`src/rtl/mem_test_avm_bridge.sv`:
```
// Memory-tester to Avalon-MM master bridge: one outstanding
// transaction, read timeout, saturating counters, sticky errors.
module mem_test_avm_bridge #(
  parameter int ADDR_WIDTH     = 64,
  parameter int WORD_WIDTH     = 64,
  parameter int AVM_ADDR_WIDTH = 27,
  parameter int TIMEOUT_CYCLES = 1024
) (
  input  logic                      clk,
  input  logic                      reset_n,
  input  logic [ADDR_WIDTH-1:0]     gen_address,
  input  logic [WORD_WIDTH-1:0]     gen_word,
  input  logic                      write,
  input  logic                      read,
  output logic                      confirm,
  output logic [WORD_WIDTH-1:0]     pattern_rb,
  output logic [AVM_ADDR_WIDTH-1:0] avm_address,
  output logic                      avm_read,
  output logic                      avm_write,
  output logic [WORD_WIDTH-1:0]     avm_writedata,
  output logic [WORD_WIDTH/8-1:0]   avm_byteenable,
  input  logic                      avm_waitrequest,
  input  logic [WORD_WIDTH-1:0]     avm_readdata,
  input  logic                      avm_readdatavalid,
  output logic [31:0]               wr_count,
  output logic [31:0]               rd_count,
  output logic [1:0]                err
);

  localparam int TW = $clog2(TIMEOUT_CYCLES + 1);
  localparam logic [TW-1:0] T_LAST = TW'(TIMEOUT_CYCLES - 1);

  typedef enum logic [2:0] {
    IDLE, WR_CMD, RD_CMD, RD_WAIT, RECOVER
  } state_e;

  state_e                    state_q, state_d;
  logic [AVM_ADDR_WIDTH-1:0] addr_q, addr_d;
  logic [WORD_WIDTH-1:0]     wdata_q, wdata_d;
  logic [WORD_WIDTH-1:0]     pat_q, pat_d;
  logic                      rd_q, rd_d;
  logic                      wr_q, wr_d;
  logic                      confirm_q, confirm_d;
  logic [31:0]               wr_cnt_q, wr_cnt_d;
  logic [31:0]               rd_cnt_q, rd_cnt_d;
  logic [1:0]                err_q, err_d;
  logic [TW-1:0]             tcnt_q, tcnt_d;

  if (ADDR_WIDTH > AVM_ADDR_WIDTH) begin : g_hi
    logic unused_addr_hi;
    assign unused_addr_hi =
      ^gen_address[ADDR_WIDTH-1:AVM_ADDR_WIDTH];
  end

  always_comb begin
    state_d   = state_q;
    addr_d    = addr_q;
    wdata_d   = wdata_q;
    pat_d     = pat_q;
    rd_d      = rd_q;
    wr_d      = wr_q;
    confirm_d = 1'b0;
    wr_cnt_d  = wr_cnt_q;
    rd_cnt_d  = rd_cnt_q;
    err_d     = err_q;
    tcnt_d    = tcnt_q;
    unique case (state_q)
      IDLE: begin
        if (write) begin
          addr_d  = gen_address[AVM_ADDR_WIDTH-1:0];
          wdata_d = gen_word;
          wr_d    = 1'b1;
          state_d = WR_CMD;
          if (read) err_d[1] = 1'b1;
        end else if (read) begin
          addr_d  = gen_address[AVM_ADDR_WIDTH-1:0];
          rd_d    = 1'b1;
          state_d = RD_CMD;
        end
      end
      WR_CMD: begin
        if (!avm_waitrequest) begin
          wr_d      = 1'b0;
          confirm_d = 1'b1;
          if (wr_cnt_q != '1) wr_cnt_d = wr_cnt_q + 32'd1;
          state_d   = RECOVER;
        end
      end
      RD_CMD: begin
        if (!avm_waitrequest) begin
          rd_d    = 1'b0;
          tcnt_d  = '0;
          state_d = RD_WAIT;
        end
      end
      RD_WAIT: begin
        if (avm_readdatavalid) begin
          pat_d     = avm_readdata;
          confirm_d = 1'b1;
          if (rd_cnt_q != '1) rd_cnt_d = rd_cnt_q + 32'd1;
          state_d   = RECOVER;
        end else if (tcnt_q == T_LAST) begin
          err_d[0]  = 1'b1;
          pat_d     = '1;
          confirm_d = 1'b1;
          state_d   = RECOVER;
        end else begin
          tcnt_d = tcnt_q + 1'b1;
        end
      end
      RECOVER: state_d = IDLE;
      default: state_d = IDLE;
    endcase
  end

  always_ff @(posedge clk or negedge reset_n) begin
    if (!reset_n) begin
      state_q   <= IDLE;
      addr_q    <= '0;
      wdata_q   <= '0;
      pat_q     <= '0;
      rd_q      <= 1'b0;
      wr_q      <= 1'b0;
      confirm_q <= 1'b0;
      wr_cnt_q  <= '0;
      rd_cnt_q  <= '0;
      err_q     <= '0;
      tcnt_q    <= '0;
    end else begin
      state_q   <= state_d;
      addr_q    <= addr_d;
      wdata_q   <= wdata_d;
      pat_q     <= pat_d;
      rd_q      <= rd_d;
      wr_q      <= wr_d;
      confirm_q <= confirm_d;
      wr_cnt_q  <= wr_cnt_d;
      rd_cnt_q  <= rd_cnt_d;
      err_q     <= err_d;
      tcnt_q    <= tcnt_d;
    end
  end

  assign confirm        = confirm_q;
  assign pattern_rb     = pat_q;
  assign avm_address    = addr_q;
  assign avm_read       = rd_q;
  assign avm_write      = wr_q;
  assign avm_writedata  = wdata_q;
  assign avm_byteenable = '1;
  assign wr_count       = wr_cnt_q;
  assign rd_count       = rd_cnt_q;
  assign err            = err_q;

endmodule

```
`config.mk`:
```
export PLATFORM = sky130hd
export DESIGN_NAME = mem_test_avm_bridge
export DESIGN_NICKNAME = d
export VERILOG_FILES = /design/src/rtl/mem_test_avm_bridge.sv
export SDC_FILE = /design/constraint.sdc
export NUM_CORES = 1
export LEC_CHECK = 0
export ABC_CLOCK_PERIOD_IN_PS = 2250
export CAP_MARGIN = 20
export CORE_AREA = 2 2 165 167
export DETAILED_ROUTE_END_ITERATION = 16
export DIE_AREA = 0 0 167 169
export GPL_TIMING_DRIVEN = 0
export PLACE_DENSITY = 0.75
export SLEW_MARGIN = 20
export SYNTH_ARGS = -nofsm -noshare
export SYNTH_HDL_FRONTEND = slang
export SYNTH_SLANG_ARGS = --single-unit
```
`constraint.sdc`:
```
create_clock -name clk -period 2.25 [get_ports clk]
set_clock_uncertainty 0.05 [all_clocks]
set_input_delay 0.5625 -clock clk [delete_from_list [all_inputs] [get_ports clk]]
set_output_delay 0.5625 -clock clk [all_outputs]
set_load 0.01 [all_outputs]
```
After elaboration in Yosys (flattened, before gate mapping)
Cells that the tools add are included.
Operators by class
  magnitude comparators: 0
  muxes and demuxes: 25
  multiply operators: 0
  bitwise operators: 2
  add/subtract/negate cells: 3
  eq/ne operators: 15
  shifts and indexed selects: 0
  divide/modulo/power cells: 0
  reductions and logical operators: 17
Operator list (number)
  $mux W64: 2
  $add A32 B1 Y32 const B: 2
  $ne A32 B32 Y1 const B: 2
  $mux W27: 2
  $mux W11: 3
  $pmux W11 S2: 1
  $mux W3: 6
  $reduce_and A3 Y1: 5
  $ne A2 B2 Y1 const B: 7
  $pmux W3 S4: 1
  $reduce_and A4 Y1: 3
  $add A11 B1 Y11 const B: 1
  $eq A11 B10 Y1 const B: 1
  $reduce_bool A2 Y1: 5
  $mux W1: 7
  $eq A3 B2 Y1 const B: 2
  $ne A3 B3 Y1 const B: 2
  $pmux W1 S2: 3
  $reduce_and A2 Y1: 3
  $eq A3 B1 Y1 const B: 1
  $logic_not A3 Y1: 1
  $not A1 Y1: 2
Storage, ports and cells
  bits in read-only memories: 0
  latch bits: 0
  memory bits (writable): 0
  output and inout bits: 232
  memories: 0
  bits in registers: 238
  word-level logic and storage cells: 74

Logic depth before layout (Yosys ltp)
  depth after elaboration: 4
  mapped depth: 8

Least setup slack after synthesis
Ideal clock, no wire load.
  path type: in2reg
  start: input port avm_waitrequest
  end: register wr_cnt_q[31] (netlist: wr_count[31])
  cell stages on the path: 6
  data required time: 2.121 ns
  setup slack: 0.139 ns
  library setup time: 0.079 ns
  data arrival time: 1.982 ns
  path through: or4b_1 clkbuf_1 nor3_1 o2111ai_1 nor3_1 xor2_1
On the way
  cells in the longest elaborated chain, start to end: 2
Ends and longest elaborated chain
  start: declaration: line 22  | input logic avm_waitrequest,
  $not A1 Y1 (no source line)
  $reduce_and A3 Y1 (no source line)
  end signal: assignment: line 137  | wr_cnt_q <= wr_cnt_d;
  end: declaration: line 44  | logic [31:0] wr_cnt_q, wr_cnt_d;
Every way passes these cells.
A chain may end at the register's enable or synchronous reset.

Final worst setup path
  start: register rd_cnt_q[7] (netlist: rd_count[7])
  end: output port rd_count[7]
RTL lines
  start: declaration: line 45  | logic [31:0] rd_cnt_q, rd_cnt_d;
  start signal: assignment: line 138  | rd_cnt_q <= rd_cnt_d;
  end: declaration: line 26  | output logic [31:0] rd_count,
No word-level cell between the ends.

==> results.yml <==
worst_hold_path:
  hp-start: "err[1]"
  worst_hold_path_type: "register to register"
  min_to: "err[1]"
  whs_path_depth: 1
final_layout:
  syn2layout_area_growth_pct: 56.5
  drive_gt1_share_pct: 17.7
  fin_util_pct: 57.7
  nNetsFinal: 1395
  num_antenna_cells: 0
  fillers: 2158
synth:
  netlist_area_mm2: 0.00977
  postSynthCellCount: 759
  yosysSeqAreaShare_pct: 60.9
  synth_top_family_by_area: "simple AND/OR/NAND/NOR gates"
  synth_edf_count: 0
  synth_most_common_cell: "dfrtp_1"
  muxShareOfSynthArea_pct: 10.8
  synthAdderAreaFrac_pct: 0.384
  synth_area_leaders: "dfrtp_1 61%, mux2_2 11%, o22a_1 5.8%"
  async_flop_share_pct: 100
  postSynthAreaPerCell_um2: 12.9
  synth.distinct_cells: 50
  synth-simple-area-share_pct: 11.5
  synth_top_area_share_pct: 60.9
  synth_compound_area_share_pct: 8.36
  synth-warning-count: 0
  yosysTopAreaCell: "dfrtp_1"
  ys_ff_latch: 238
  synth_xor_area_share_pct: 5.56
  ys.flop_type: "dfrtp_1"
  synthTopCellsByCount: "238 x dfrtp_1, 94 x mux2_2, 65 x o22a_1"
sta:
  fin_crit_ns: 2.20
  fmax_mhz: 455
  slew_headroom_pct: 60.4
  slew_violations: 0
  timing.hold.ws_ns: 0.408
  tightestPinTransition_ns: 0.594
  setup_viol: 0
  fin_crit_sh_pct: 97.7
  hold_violations: 0
  rsz0062_at_grt: "true"
clock_tree:
  worstSkewPairLatency_ns: 0.52
  clock-sinks: 238
  cts_buffer_depth: 3
  cts_tree: "yes"
  cts_made_buffers: 27
  clk_pin_slew_ns: 0.06
  cts-htree-levels: 1
  cts_root_buf: "clkbuf_16"
critical_path:
  crit_start: "rd_count[7]"
  cpMaxStageDelayCell: "clkdlybuf4s50_1"
  max_stage_delay_ns: 0.62
  r2r_end: "rd_count[30]"
  path_buf_inv: 1
  end_kind: "primary output"
  path_max_fanout: 5
  critPathLaunchType: "register"
  arrival_ns: 1.59
  reg2reg_slack_ns: 0.11
  cp.depth: 1
  cp.required_ns: 1.64
  critPathTopFamily: "buffers and inverters"
  rr_startpoint: "rd_count[24]"
  crit_chain: "clkdlybuf4s50_1"
  critPathKind: "register to primary output"
  r2r_cells: 5
floorplan:
  ios: 430
  placementRows: 60
  die_x_um: 167
  initial_core_util_pct: 36.9
  core_mm2: 0.0265
  dieHeight_um: 169
  die-area_mm2: 0.0282
global_routing:
  grt_pass1_wl_mm: 46.9
  globalRouteTotalUtil_pct: 20.7
  grt_max_degree: 97
  grt_pass1_vias: 8426
  antenna_found_initial: 1
  grt_overflow: 0
detailed_routing:
  drc: 0
  vias: 7877
  drt_iter0_drc: 413
  drt_first_pass_iters: 4
  drtAntennaViolNets: 0
  wirelength_mm: 30.1
  viasPerCell: 5.09
  post_drt_wl_per_cell_um: 19.4
pwr:
  peakVddDrop_mv: 0.896
  p_total_mw: 18.7
  cellPowerDensity_mw_per_mm2: 1220
  p_leak_nw: 6.43
place:
  dpl.hpwl_mm: 21.8
  numPortBuffers: 384
  gp_congestion: 0.832
run_status:
  status: "completed"
job:
  cap_violations: 0
## per-stage QoR
| stage | instance area (µm²) | TNS [ns] | instances | worst slack, ns |
|---|---|---|---|---|
| final | 15300 | 0 | 1549 | 0.0508 |
| after detailed placement | 14100 | -150.89 | 1493 | -1.22 |
| after global routing | 15300 | -0.192 | 1549 | -0.0464 |
| after floorplan | 9800 | 0 | 766 | 0.139 |
| after CTS | 15200 | 0 | 1545 | 0.00740 |
| after global placement | 14100 | -2493.99 | 1491 | -9.83 |
## cell usage in the layout (no fill, tap or decap), types with 3 or more instances in the layout
cell | synthesis | final
nand2b_1 | 3 | 3
o22a_1 | 65 | 65
xnor2_1 | 21 | 21
and4_1 | 5 | 5
inv_1 | 10 | 10
nand3_1 | 23 | 23
xor2_1 | 41 | 41
nor3_1 | 20 | 18
nor4_1 | 23 | 19
dfrtp_1 | 238 | 230
conb_1 | 1 | 8
dfrtp_2 | 0 | 8
o21ai_0 | 17 | 17
nand4_1 | 21 | 21
clkbuf_2 | 0 | 7
clkbuf_1 | 16 | 11
clkinv_2 | 0 | 3
clkbuf_4 | 0 | 4
and3_1 | 4 | 4
nand2_1 | 48 | 48
or2_2 | 3 | 3
a21o_1 | 3 | 3
clkbuf_8 | 0 | 6
clkbuf_16 | 0 | 27
buf_4 | 9 | 22
nor2_1 | 30 | 30
or4_1 | 6 | 5
mux2_2 | 94 | 94
nor4_4 | 1 | 5
dlymetal6s2s_1 | 0 | 3
a21oi_1 | 6 | 6
buf_2 | 11 | 10
clkdlybuf4s50_1 | 0 | 378
## repair_timing
| item | 4_1_cts | 5_1_grt |
|---|---|---|
| resized for setup | 30 | 29 |
| endpoints found under the hold margin | 50 | 0 |
| hold buffers | 1 | 0 |
| buffers inserted | 9 | 4 |
| setup endpoints to repair | 203 | 105 |
| pin swaps | 4 | 6 |
## worst max path at each step
stage / endpoint / slack [ns]
2_1_floorplan: wr_count[31] / 0.14
3_3_place_gp: avm_writedata[51] / -9.83
3_5_place_dp: avm_writedata[48] / -1.22
4_1_cts: rd_count[3] / 0.007
5_1_grt: rd_count[22] / -0.05
6_report: rd_count[7] / 0.05
## report_power, final
group	internal, mW	leakage (nW)	switching [mW]	total (mW)
sequential	5.85	2.88	0.913	6.77
combinational	4.55	3.13	3.09	7.64
clock	2.59	0.421	1.72	4.32
## cells by family (layout without fill, tap and decap cells)
group / count (synthesis) / in the layout
compound gates: 105 / 105
other cells: 1 / 8
flops: 238 / 238
buf+inv: 49 / 491
xor+xnor: 62 / 62
mux: 94 / 94
fa+ha+maj: 3 / 3
simple gates: 207 / 207
## worst register-to-register path: cells and delay by family, from the launching register on
kind | cells | cell delay (ns)
xor gates and xnor gates | 1 | 0.15
and+or+nand+nor | 3 | 1.05
DFF | 1 | 0.42
AOI/OAI and AO/OA | 1 | 0.34
## layer usage
layer / share of wire [%] / up-vias / track usage (%)
met5: 0.053 / - / 0
met4: 3.2 / 2 / 7.05
met3: 7.6 / 65 / 6.24
met2: 50 / 271 / 35.7
met1: 39 / 3929 / 24.7
li1: - / 3610 / -
## area by class of cell
cell class                 instances  area [µm²]  share of cell area, %
tap                              341         427                   2.79
timing repair buffer             400        4020                   26.3
buffer                            38         220                   1.44
clock inverter                     6        82.6                  0.540
clock buffer                      37         773                   5.06
multi-input combinational        479        3770                   24.7
sequential                       238        5970                   39.0
inverter                          10        37.5                  0.245
## sequential cells by signal (all words and copies together) (netlist names), 2 cells and up
name           flops
wr_count          32
err                2
rd_count          32
avm_writedata     64
tcnt_q            11
state_q            3
pattern_rb        64
avm_address       27
No activity file was read; power rests on OpenSTA's default activity.
